### config.mk
export PLATFORM = sky130hd
export DESIGN_NAME = word_subtractor_flat
export DESIGN_NICKNAME = d
export VERILOG_FILES = /design/src/rtl/word_subtractor_if.sv /design/src/rtl/word_subtractor.sv /design/src/flat_wrapper.sv
export SDC_FILE = /design/constraint.sdc
export NUM_CORES = 1
export LEC_CHECK = 0
export ABC_AREA = 0
export BUFFER_PORTS_ARGS = -buffer_cell sky130_fd_sc_hd__buf_2
export CAP_MARGIN = 20
export CORE_MARGIN = 2
export CORE_UTILIZATION = 52
export DETAILED_ROUTE_END_ITERATION = 8
export PLACE_DENSITY = 0.82
export SYNTH_ARGS = -nofsm -noshare
export SYNTH_HDL_FRONTEND = slang
export SYNTH_SLANG_ARGS = --single-unit
### constraint.sdc
create_clock -name CLK -period 3.5 [get_ports CLK]
set_input_delay 0.175 -clock CLK [delete_from_list [all_inputs] [get_ports CLK]]
set_output_delay 0.175 -clock CLK [all_outputs]
set_load 0.05 [all_outputs]
### src/rtl/word_subtractor_if.sv
// Control and operand-memory bus of the multi-word subtractor.
// The subtractor drives the master side; the comparator/memory environment drives the slave side.
interface word_subtractor_if #(
  parameter int DATA_WIDTH = 32
);
  // Handshake: sub_start is taken only while busy is low, and sub_ok/index_reset pulse once when
  // the job ends. Read data returns the cycle after data_r_en; a write is performed on every data_w_en cycle.
  logic                  sub_start;
  logic                  compare_result;
  logic                  data_r_en;
  logic [31:0]           data_addr;
  logic [DATA_WIDTH-1:0] read_data1;
  logic [DATA_WIDTH-1:0] read_data2;
  logic                  data_w_en;
  logic [31:0]           write_addr;
  logic [DATA_WIDTH-1:0] write_data;
  logic                  borrow_out;
  logic                  busy;
  logic                  sub_ok;
  logic                  index_reset;
  logic [1:0]            dbg_state;

  modport master (
    input  sub_start, compare_result, read_data1, read_data2,
    output data_r_en, data_addr, data_w_en, write_addr, write_data,
    output borrow_out, busy, sub_ok, index_reset, dbg_state
  );

  modport slave (
    output sub_start, compare_result, read_data1, read_data2,
    input  data_r_en, data_addr, data_w_en, write_addr, write_data,
    input  borrow_out, busy, sub_ok, index_reset, dbg_state
  );
endinterface

### src/rtl/word_subtractor.sv
// Computes A - B word by word (LSW first) over two operand memories, writing the result back into A.
// The borrow ripples between words through a register; the final borrow is exposed once the job is done.
module word_subtractor #(
  parameter int          DATA_WIDTH = 32,
  parameter int unsigned NUM_WORDS  = 32
) (
  input logic               CLK,
  input logic               RST,
  word_subtractor_if.master bus
);
  localparam logic [31:0] LAST_ADDR = 32'(NUM_WORDS - 1);

  typedef enum logic [1:0] {IDLE, RUN, DRAIN, DONE} state_t;

  state_t              state_q, state_d;
  logic                r_en_q, r_en_d;
  logic [31:0]         addr_q, addr_d;
  logic                w_en_q;
  logic [31:0]         waddr_q;
  logic                borrow_q;
  logic [DATA_WIDTH:0] sub_full;

  // One extra bit: its MSB is set exactly when read_data1 < read_data2 + borrow.
  assign sub_full = {1'b0, bus.read_data1} - {1'b0, bus.read_data2}
                  - {{DATA_WIDTH{1'b0}}, borrow_q};

  always_comb begin
    state_d = state_q;
    r_en_d  = 1'b0;
    addr_d  = addr_q;
    case (state_q)
      IDLE: begin
        if (bus.sub_start) begin
          if (bus.compare_result) begin
            state_d = RUN;
            r_en_d  = 1'b1;
            addr_d  = '0;
          end else begin
            state_d = DONE;
          end
        end
      end
      RUN: begin
        if (addr_q == LAST_ADDR) begin
          state_d = DRAIN;
        end else begin
          r_en_d = 1'b1;
          addr_d = addr_q + 32'd1;
        end
      end
      DRAIN:   state_d = DONE;
      DONE:    state_d = IDLE;
      default: state_d = IDLE;
    endcase
  end

  always_ff @(posedge CLK) begin
    if (RST) begin
      state_q  <= IDLE;
      r_en_q   <= 1'b0;
      addr_q   <= '0;
      w_en_q   <= 1'b0;
      waddr_q  <= '0;
      borrow_q <= 1'b0;
    end else begin
      state_q <= state_d;
      r_en_q  <= r_en_d;
      addr_q  <= addr_d;
      w_en_q  <= r_en_q;
      waddr_q <= addr_q;
      if (state_q == IDLE && bus.sub_start) begin
        borrow_q <= 1'b0;
      end else if (w_en_q) begin
        borrow_q <= sub_full[DATA_WIDTH];
      end
    end
  end

  assign bus.data_r_en   = r_en_q;
  assign bus.data_addr   = addr_q;
  assign bus.data_w_en   = w_en_q;
  assign bus.write_addr  = waddr_q;
  assign bus.write_data  = sub_full[DATA_WIDTH-1:0];
  assign bus.borrow_out  = borrow_q;
  assign bus.busy        = (state_q != IDLE);
  assign bus.sub_ok      = (state_q == DONE);
  assign bus.index_reset = (state_q == DONE);
  assign bus.dbg_state   = state_q;
endmodule

### src/flat_wrapper.sv
// flat-port wrapper written by rule: the top's interface ports become plain ports
module word_subtractor_flat 
#(
  parameter int          DATA_WIDTH = 32,
  parameter int unsigned NUM_WORDS  = 32
)
  (CLK, RST, bus_sub_start, bus_compare_result, bus_read_data1, bus_read_data2, bus_data_r_en, bus_data_addr, bus_data_w_en, bus_write_addr, bus_write_data, bus_borrow_out, bus_busy, bus_sub_ok, bus_index_reset, bus_dbg_state);
  word_subtractor_if #(.DATA_WIDTH(DATA_WIDTH)) bus_i ();
  input logic CLK;
  input logic RST;
  input wire logic [$bits(bus_i.sub_start)-1:0] bus_sub_start;
  input wire logic [$bits(bus_i.compare_result)-1:0] bus_compare_result;
  input wire logic [$bits(bus_i.read_data1)-1:0] bus_read_data1;
  input wire logic [$bits(bus_i.read_data2)-1:0] bus_read_data2;
  output wire logic [$bits(bus_i.data_r_en)-1:0] bus_data_r_en;
  output wire logic [$bits(bus_i.data_addr)-1:0] bus_data_addr;
  output wire logic [$bits(bus_i.data_w_en)-1:0] bus_data_w_en;
  output wire logic [$bits(bus_i.write_addr)-1:0] bus_write_addr;
  output wire logic [$bits(bus_i.write_data)-1:0] bus_write_data;
  output wire logic [$bits(bus_i.borrow_out)-1:0] bus_borrow_out;
  output wire logic [$bits(bus_i.busy)-1:0] bus_busy;
  output wire logic [$bits(bus_i.sub_ok)-1:0] bus_sub_ok;
  output wire logic [$bits(bus_i.index_reset)-1:0] bus_index_reset;
  output wire logic [$bits(bus_i.dbg_state)-1:0] bus_dbg_state;
  assign bus_i.sub_start = bus_sub_start;
  assign bus_i.compare_result = bus_compare_result;
  assign bus_i.read_data1 = bus_read_data1;
  assign bus_i.read_data2 = bus_read_data2;
  assign bus_data_r_en = bus_i.data_r_en;
  assign bus_data_addr = bus_i.data_addr;
  assign bus_data_w_en = bus_i.data_w_en;
  assign bus_write_addr = bus_i.write_addr;
  assign bus_write_data = bus_i.write_data;
  assign bus_borrow_out = bus_i.borrow_out;
  assign bus_busy = bus_i.busy;
  assign bus_sub_ok = bus_i.sub_ok;
  assign bus_index_reset = bus_i.index_reset;
  assign bus_dbg_state = bus_i.dbg_state;
  word_subtractor #(.DATA_WIDTH(DATA_WIDTH), .NUM_WORDS(NUM_WORDS)) u_core (.CLK(CLK), .RST(RST), .bus(bus_i));
endmodule
# ---- Word-level counts from Yosys, hierarchy flattened
# Index checks and enable logic that the tools add are counted.
dict set report op_classes {
  addsub 3
  mul 0
  div 0
  magnitude_cmp 0
  eq_ne 8
  shifts 0
  mux 12
  bitwise_logic 0
  n_reduce_logical 7
}
# op count
set ops {}
lappend ops {{$mux W32} 3}
lappend ops {{$pmux W32 S2} 1}
lappend ops {{$sub A32 B32 Y33} 1}
lappend ops {{$sub A33 B1 Y33} 1}
lappend ops {{$add A32 B1 Y32 const B} 1}
lappend ops {{$eq A32 B5 Y1 const B} 1}
lappend ops {{$pmux W2 S4} 1}
lappend ops {{$mux W2} 3}
lappend ops {{$ne A2 B2 Y1 const B} 3}
lappend ops {{$eq A2 B2 Y1 const B} 2}
lappend ops {{$reduce_and A4 Y1} 1}
lappend ops {{$reduce_bool A2 Y1} 2}
lappend ops {{$mux W1} 3}
lappend ops {{$eq A2 B1 Y1 const B} 1}
lappend ops {{$logic_not A2 Y1} 1}
lappend ops {{$ne A2 B1 Y1 const B} 1}
lappend ops {{$pmux W1 S2} 1}
lappend ops {{$reduce_and A2 Y1} 1}
lappend ops {{$reduce_or A2 Y1} 1}
lappend ops {{$logic_and A1 B1 Y1} 1}
dict set report totals {
  ff_bits 69
  latch_bits 0
  ram_bits 0
  mem_bits_ro 0
  input_bits 68
  elab_cells 36
  n_memories 0
}

# ---- Logic depth before layout (Yosys ltp)
# Gate-level depths: netlist of run 1.
dict set report depth {
  word_depth 3
  ltp_mapped 14
}

# ---- Worst setup path before layout of run 1
# OpenSTA, ideal clock, no wires.
dict set report synth_path {
  path_type {reg2out}
  start {register u_core.borrow_q, in the netlist u_core.bus.borrow_out}
  end {output port bus_write_data[25]}
  t_arrival_ns 3.335
  setup_slack_ns -0.010
  stages_incl_launch_ff 13
  n_path_buf 1
  path_cell_list {dfxtp_1 > inv_1 > fa_1 > ha_1 > o21ai_0 > a211oi_1 > a21oi_1 > a21oi_1 > o21ai_0 > o21ai_0 > a41oi_1 > xnor2_1 > buf_4}
}
dict set report synth_via {
  elab_chain_cells 1
}
# element line
set synth_rtl {}
lappend synth_rtl {{start, declared} word_subtractor.sv:20} ;# logic borrow_q;
lappend synth_rtl {{start signal, assigned} word_subtractor.sv:74} ;# borrow_q <= sub_full[DATA_WIDTH];
lappend synth_rtl {{$sub A33 B1 Y33} word_subtractor.sv:25} ;# - {{DATA_WIDTH{1'b0}}, borrow_q};
lappend synth_rtl {{end, declared} flat_wrapper.sv:19} ;# output wire logic [$bits(bus_i.write_data)-1:0] bus_write_data;
# Every way passes these cells.

# ---- Worst setup path after layout of run 1
dict set report layout_path {
  start {register u_core.borrow_q, in the netlist u_core.bus.borrow_out}
  end {output port bus_write_data[30]}
}
# The elaborated chain is that of the path after synthesis.

==> impl_metrics.tcl, run 1 <==
set metrics [dict create \
    status "complete, no violations" \
    cts_sinks 69 \
    comb_power_share 0.529 \
    p_int_mw 1.57 \
    power.share.switching 0.470 \
    clk_path_buf_depth 2 \
    power.density_nw_per_um2 474 \
    leakagePower_nw 3.31 \
    ys_types 53 \
    drc 0 \
    clock_power_share 0.189 \
    nets 942 \
    drtIter0Drc 129 \
    drv_slew 0 \
    area_delta_synth_final_pct 19.2 \
    ys.flop_type "dfxtp_1" \
    gp_congestion 0.881 \
    fmax_mhz 292 \
    yosys.area.top_type_share 0.263 \
    avgSynthCellArea_um2 7.93 \
    synthCells 662 \
    die_y_um 104 \
    grt_pass1_wl_um 19700 \
    wire_per_inst_um 12.7 \
    hold_viol 0 \
    path_class "reg2out" \
    required_ns 3.32 \
    hold_class "in2reg" \
    dp_hpwl_um 9440 \
    worstSkewPairLatency_ns 0.33 \
    drive_gt1_frac 0.271 \
    numPortBuffers 171 \
    grt_max_degree 40 \
    vias 4847 \
    dr.pass1.iters 4 \
    cts_tree "built" \
    antenna_cells 0 \
    vias_per_cell 5.15 \
    critPathLaunchType "register" \
    max-cap-violations 0 \
    worst_slack_ns 0.0765 \
    drt-total-wl_um 11900 \
    numCtsBuffers 9 \
    post-route-util 0.640 \
    crit_path_end_kind "output port" \
    postPlaceCellArea_um2 6000 \
    synth_area_leaders "dfxtp_1, ha_1, inv_1" \
    core_area_um2 9770 \
    vdd_drop_max_mv 0.392 \
    rsz0062_at_grt "true" \
    crit_arrival_ns 3.25 \
    tightest_slew_ns 0.688 \
    placedCellCount 923 \
    synth.ff_latch_count 69 \
    slew_headroom 0.542 \
    p_sw_mw 1.39 \
    drtAntennaViolNets 0 \
    grt_pass1_vias 4604 \
    place_ws_ns 0.0286 \
    total_power_mw 2.96 \
    syn_area_um2 5250 \
    worstHoldPathCells 3 \
    timing.final.crit_period_ns 3.42 \
    num_rows 36 \
    clock-root-buffer "clkbuf_8" \
    fin_cells 941 \
    rr_worst_depth 13 \
    final_common_cell "buf_2" \
    ys_seq_area_frac 0.263 \
    final_area_um2 6250 \
    async_flop_share 0 \
    syn_nets 799 \
    track_usage 0.214 \
    min_period_over_period 0.978 \
    ys_warn_count 0 \
    die_area_um2 10900 \
    die_w_um 104 \
    pin_count 172 \
    setup_violations 0 \
    clock_skew_ns 0.00446 \
    htreeDepth 3 \
    p_seq_frac 0.282 \
    clkTransAtPathRegs_ns 0.07 \
    synth_edf_count 0 \
    crit_path_max_fanout 2 \
    start_util 0.537 \
    grt_overflow 0 \
    final_cell_mix "buf_2, inv_1, dfxtp_1" \
    synth_top_area_cell "dfxtp_1" \
    antenna_found_initial 0 \
]
sequential cells by signal (all words and copies together), names as in the netlist:
| name | flops |
|---|---|
| u_core.bus.data_addr | 32 |
| u_core.bus.dbg_state | 2 |
| u_core.bus.data_w_en | 1 |
| u_core.bus.write_addr | 32 |
| u_core.bus.borrow_out | 1 |
| u_core.bus.data_r_en | 1 |
path summary, 6_finish.rpt:
path	startpoint	slack (ns)	endpoint
worst max-delay path	u_core.bus.borrow_out	0.08	bus_write_data[30]
worst min-delay path	bus_compare_result	0.23	u_core.bus.data_r_en
worst max register to register	u_core.bus.borrow_out	0.84	u_core.bus.borrow_out
worst min register to register	u_core.bus.data_r_en	0.48	u_core.bus.data_w_en
synth_stat cells, drive strengths merged (6+ instances only):
cell / n
xor2: 27
and3: 13
nand3: 14
nor3: 10
xnor2: 32
a21oi: 34
inv: 108
nor2: 55
a21o: 17
nor4: 6
nor2b: 35
dfxtp: 69
o21ai: 23
buf: 34
nand4: 11
ha: 67
nand2: 32
clkbuf: 15
worst max-delay path: stages (launching register included):
cell	delay, ns
dfxtp_2	0.32
inv_2	0.05
fa_2	0.21
inv_2	0.04
fa_2	0.33
and3b_1	0.20
o21ai_2	0.14
o211ai_1	0.14
a31oi_2	0.25
a21oi_2	0.10
or4_4	0.43
a311o_1	0.29
xnor2_1	0.19
buf_4	0.23
kinds of logic after synthesis:
group | synth area share
and+or+nand+nor | 0.206
xor gates and xnor gates | 0.0985
AOI/OAI and AO/OA | 0.126
muxes | 0.00191
adders and majority gates | 0.167
DFF | 0.263
buffers and inverters | 0.137
metrics by stage:
step	hold slack, ns	setup TNS (ns)
6_report	0.233	0
3_3_place_gp	0.487	0
4_1_cts	0.212	0
5_1_grt	0.239	-0.0713
3_5_place_dp	0.479	0
2_1_floorplan	0.391	0
repair_timing:
| action | in CTS | in global routing |
|---|---|---|
| gates resized for setup | 12 | 9 |
| pin swaps | 4 | 4 |
| buffers inserted | 1 | 3 |
| hold buffers | 0 | 0 |
| endpoints found under the setup margin | 9 | 9 |
power by group through the flow:
stage,sequential (mW),clock (mW),combinational (mW)
after floorplan,0.926,0,1.29
after global placement,0.854,0,1.51
after detailed placement,0.855,0,1.52
after CTS,0.837,0.572,1.54
after global routing,0.841,0.609,1.68
final,0.837,0.559,1.57
layout make-up:
class | count | area, um^2
Fill cell | 875 | 3520
Multi-Input combinational cell | 436 | 3190
Sequential cell | 69 | 1380
Timing Repair Buffer | 181 | 941
Inverter | 108 | 405
Tap cell | 133 | 166
Clock buffer | 13 | 159
Clock inverter | 1 | 7.51
layer usage:
| layer | GRT usage | share of wire |
|---|---|---|
| met5 | 0 | 0 |
| met4 | 0.0734 | 0.013 |
| met3 | 0.0508 | 0.074 |
| met2 | 0.377 | 0.48 |
| met1 | 0.252 | 0.43 |
Note: power is estimated with default switching activity, not from simulation.
==> inputs of run 2 (changes only) <==
==> constraint.sdc (replaced) <==
create_clock -name CLK -period 3.5 [get_ports CLK]
set_input_delay 0.7 -clock CLK [delete_from_list [all_inputs] [get_ports CLK]]
set_output_delay 0.7 -clock CLK [all_outputs]
set_load 0.05 [all_outputs]
==> run 2 against run 1 <==
Effect of this change:
- the run now ends with negative setup slack left
- die area stayed put
- non-clock buffer count is 76 higher
- total power is 19% higher
- critical endpoint unchanged
- largest cell class unchanged
==> impl_metrics.tcl, run 2 (synthesis gave the netlist of run 1 again) <==
set metrics [dict create \
    hold_viol 0 \
    hold_ws_ns 0.462 \
    leakagePower_nw 3.80 \
    tightest_slew_ns 0.711 \
    worst_slack_ns -0.639 \
    cp_cell_sequence "buf_12, inv_12, fa_2, inv_2, fa_2, and3b_1, o21ai_2, o211ai_1, a31oi_2, a21oi_2, or4_4, a311o_1, xnor2_1, buf_4" \
    vdd_drop_max_mv 0.349 \
    max_stage_delay_ns 0.44 \
    gp_congestion 0.931 \
    timing.final.crit_period_ns 4.14 \
    met3_usage 0.0564 \
    worstSkewPairLatency_ns 0.34 \
    clock_power_share 0.182 \
    area_delta_synth_final_pct 42.1 \
    grt_overflow 0 \
    final_cell_mix "buf_2, inv_1, buf_4" \
    p_int_mw 1.94 \
    power.share.switching 0.449 \
    p_seq_frac 0.237 \
    vias_per_cell 5.21 \
    comb_power_share 0.581 \
    wire_per_inst_um 14.9 \
    grt_use_met2 0.504 \
    hold_class "reg2reg" \
    final_area_um2 7460 \
    required_ns 2.80 \
    grt_pass1_wl_um 24500 \
    final_common_cell "buf_2" \
    clock_skew_ns 0.00770 \
    cp_slowest_cell "or4_4" \
    crit_arrival_ns 3.44 \
    clock-root-buffer "clkbuf_8" \
    rsz0062_at_grt "true" \
    postPlaceCellArea_um2 6700 \
    max-cap-violations 0 \
    fin_tns_setup_ns -6.21 \
    total_power_mw 3.52 \
    antenna_cells 0 \
    critPathLaunchType "primary input" \
    cts_sinks 69 \
    p_sw_mw 1.58 \
    core_area_um2 9770 \
    crit_top_cell "fa_2" \
    slew_headroom 0.526 \
    min_period_over_period 1.18 \
    dr.pass1.iters 5 \
    clk_path_buf_depth 2 \
    clkTransAtPathRegs_ns 0.07 \
    drv_slew 0 \
    status "finished with violations" \
    path_class "in2out" \
    die_w_um 104 \
    top_usage_layer "met2" \
    htreeDepth 3 \
    nets 1018 \
    grt_pass1_vias 5488 \
    crit_path_max_fanout 3 \
    die_area_um2 10900 \
    vias 5313 \
    num_rows 36 \
    drtIter0Drc 161 \
    drc 0 \
    setup_violations 20 \
    die_y_um 104 \
    numPortBuffers 171 \
    numCtsBuffers 9 \
    pin_count 172 \
    grt_max_degree 40 \
    start_util 0.537 \
    cts_tree "built" \
    drtAntennaViolNets 0 \
    violations "negative setup slack" \
    track_usage 0.268 \
    crit_path_end_kind "output port" \
    use_met1 0.292 \
    drt-total-wl_um 15200 \
    antenna_found_initial 0 \
    place_ws_ns -0.842 \
    fmax_mhz 242 \
    drive_gt1_frac 0.404 \
    dp_hpwl_um 11000 \
    power.density_nw_per_um2 472 \
]
-- run 2: repair_timing --
item	4_1_cts	5_1_grt
pin swaps	45	28
hold buffers	0	0
buffers inserted	9	8
resized for setup	74	29
endpoints found under the hold margin	0	0
endpoints found under the setup margin	23	24
-- run 2: layout make-up --
cell class              count  area (um^2)
clock buffers              10          138
clock inverters             6         62.6
fillers                   703         2320
inverters                 108          435
multi-input cells         436         3630
flip-flops and latches     69         1380
well taps                 133          166
repair buffers            257         1640
-- run 2: critical path, delay by kind of cell --
family | cells | cell delay (ns)
AO/OA/AOI/OAI | 5 | 0.96
AND/OR/NAND/NOR | 2 | 0.66
adder cells (fa/ha/maj) | 2 | 0.53
buffers and inverters | 4 | 0.42
XOR/XNOR | 1 | 0.18
-- run 2: path summary, 6_finish.rpt --
check,start,to,slack [ns],depth (start not counted)
max,bus_read_data2[0],bus_write_data[30],-0.64,14
min,u_core.bus.data_r_en,u_core.bus.data_w_en,0.46,1
max reg2reg,u_core.bus.borrow_out,u_core.bus.borrow_out,0.73,14
min reg2reg,u_core.bus.data_r_en,u_core.bus.data_w_en,0.46,1
-- run 2: layer usage --
layer | routed length, um | up-vias | part of all wire
met1 | 5860 | 2492 | 0.39
met4 | 407 | 0 | 0.027
met3 | 1030 | 41 | 0.068
met2 | 7880 | 203 | 0.52
li1 | - | 2577 | -
met5 | 0 | - | 0
-- run 2: power groups by stage --
stage          combinational (mW)  clock, mW  sequential (mW)
2_1_floorplan                1.35          0            0.926
3_3_place_gp                 1.70          0            0.849
3_5_place_dp                 1.74          0            0.851
4_1_cts                      1.93      0.653            0.833
5_1_grt                      2.17      0.691            0.837
6_report                     2.04      0.641            0.832
-- run 2: per-stage QoR --
| stage | util | instances |
|---|---|---|
| after floorplan | - | 662 |
| after global placement | 0.685 | 992 |
| after detailed placement | 0.685 | 992 |
| after CTS | 0.748 | 1016 |
| after global routing | 0.763 | 1019 |
| final | 0.763 | 1019 |
==> inputs of run 3 (changes only) <==
--- a/config.mk
+++ b/config.mk
@@ -8,10 +8,13 @@
 export ABC_AREA = 0
 export BUFFER_PORTS_ARGS = -buffer_cell sky130_fd_sc_hd__buf_2
 export CAP_MARGIN = 20
+export CELL_PAD_IN_SITES_DETAIL_PLACEMENT = 0
+export CELL_PAD_IN_SITES_GLOBAL_PLACEMENT = 1
 export CORE_MARGIN = 2
-export CORE_UTILIZATION = 52
+export CORE_UTILIZATION = 30
 export DETAILED_ROUTE_END_ITERATION = 8
-export PLACE_DENSITY = 0.82
+export GPL_ROUTABILITY_DRIVEN = 0
+export PLACE_DENSITY_LB_ADDON = 0.1
 export SYNTH_ARGS = -nofsm -noshare
 export SYNTH_HDL_FRONTEND = slang
 export SYNTH_SLANG_ARGS = --single-unit
==> run 3 against run 2 <==
Effect of this change:
- the flow still finishes with violations (negative setup slack)
- total power up 4.5%
- critical path depth unchanged
- final cell count up 9.4%
- sequential share of layout area down 0.69 points
- first-iteration DRC count down 5.0%
- global-route usage down 11 points
- non-clock buffer count up 6
- combinational power about the same
- routed wire length down 4.8%
- highest routed layer is now met5
==> impl_metrics.tcl, run 3 (synthesis gave the netlist of run 1 again) <==
set metrics [dict create \
    dr.pass1.iters 5 \
    path_class "in2out" \
    grt_pass1_vias 4926 \
    fmax_mhz 243 \
    hold_viol 0 \
    rrSetupSlack_ns 0.88 \
    min_period_over_period 1.18 \
    die_y_um 136 \
    area_delta_synth_final_pct 47.6 \
    setup_violations 22 \
    rr_startpoint "u_core.bus.borrow_out" \
    drtAntennaViolNets 0 \
    grt_pass1_wl_um 22900 \
    fin_tns_setup_ns -6.26 \
    die_area_um2 18600 \
    track_usage 0.153 \
    clk_path_buf_depth 2 \
    fillers 1793 \
    leakagePower_nw 3.87 \
    crit_path_start "bus_read_data2[0]" \
    hold_buffers 0 \
    htreeDepth 3 \
    drt-total-wl_um 14500 \
    violations "negative setup slack" \
    vias 5046 \
    final_common_cell "buf_2" \
    grt_max_degree 40 \
    start_util 0.306 \
    antenna_found_initial 1 \
    worstSkewPairLatency_ns 0.33 \
    crit_arrival_ns 3.42 \
    post-route-util 0.451 \
    power.density_nw_per_um2 475 \
    grt_overflow 0 \
    hold_path.startpoint "u_core.bus.data_r_en" \
    antenna_cells 0 \
    pin_count 172 \
    drive_gt1_frac 0.411 \
    max-cap-violations 0 \
    vdd_drop_max_mv 0.242 \
    crit_path_max_fanout 2 \
    clock_skew_ns 0.00641 \
    clkTransAtPathRegs_ns 0.05 \
    timing.final.crit_period_ns 4.12 \
    drc 0 \
    rsz0062_at_grt "true" \
    tightest_slew_ns 0.712 \
    placedCellCount 1090 \
    die_w_um 136 \
    worst_slack_ns -0.616 \
    total_power_mw 3.68 \
    cts_sinks 69 \
    status "finished with violations" \
    critPathLaunchType "primary input" \
    core_area_um2 17200 \
    hold_class "reg2reg" \
    fin_cells 1115 \
    drtIter0Drc 153 \
    cts_tree "built" \
    nets 1024 \
    numCtsBuffers 9 \
    required_ns 2.80 \
    vias_per_cell 4.53 \
    drv_slew 0 \
    numPortBuffers 171 \
    dp_hpwl_um 11500 \
    clock-root-buffer "clkbuf_16" \
    num_rows 48 \
    final_cell_mix "buf_2, inv_1, buf_4" \
    crit_path_end_kind "output port" \
    wire_per_inst_um 13.0 \
    slew_headroom 0.525 \
]
[run 3: changes by cell type in the layout (fill, tap and decap cells not counted), moves of 2 or more]
cell / change
a21oi_2: -3
a21oi_4: +4
clkbuf_8: -10
xnor2_2: +3
inv_2: -3
xnor2_1: -2
nand2_1: -2
clkbuf_16: +9
inv_1: +3
buf_6: +4
buf_4: +2
[run 3: area by class of cell]
cell class | count | area, um^2 | area share
multi-input combinational | 436 | 3690 | 0.476
clock inverter | 4 | 27.5 | 0.00355
sequential | 69 | 1380 | 0.179
tap | 225 | 282 | 0.0363
timing repair buffer | 263 | 1700 | 0.220
inverter | 108 | 435 | 0.0562
clock buffer | 10 | 229 | 0.0296
[run 3: worst paths after layout]
kind,endpoint,depth (start not counted)
setup reg to reg,u_core.bus.borrow_out,13
setup / recovery,bus_write_data[30],14
hold / removal,u_core.bus.data_w_en,1
hold reg to reg,u_core.bus.data_w_en,1
[run 3: critical path, stage by stage]
cell,delay (ns)
buf_8,0.11
inv_12,0.04
fa_2,0.20
inv_2,0.04
fa_2,0.33
and3b_1,0.18
o21ai_2,0.16
o211ai_1,0.15
a31oi_2,0.21
a21oi_2,0.11
or4_4,0.51
a311o_1,0.30
xnor2_1,0.15
buf_4,0.22
[run 3: where the power goes]
group | internal (mW) | switching, mW | total, mW
registers | 0.810 | 0.0254 | 0.835
logic | 0.806 | 1.25 | 2.05
clock network | 0.469 | 0.322 | 0.792
total | 2.08 | 1.59 | 3.68
[run 3: routing by layer]
metal	GRT usage	up-vias	wire length, um
met1	0.181	2337	6220
met2	0.279	99	7300
met5	0	-	7
met4	0.0399	2	153
met3	0.0339	14	768
li1	-	2594	-
[run 3: metrics by stage]
stage,setup slack [ns],hold slack [ns],area (um^2)
2_1_floorplan,-0.443,0.706,5460
3_3_place_gp,-0.719,0.458,6860
3_5_place_dp,-0.784,0.458,6860
4_1_cts,-0.684,0.466,7560
5_1_grt,-0.745,0.474,7740
6_report,-0.616,0.462,7740
[run 3: what timing repair did]
| item | 4_1_cts | 5_1_grt |
|---|---|---|
| endpoints found under the setup margin | 23 | 25 |
| pin swaps | 45 | 39 |
| gates resized for setup | 80 | 42 |
| buffers inserted | 12 | 7 |
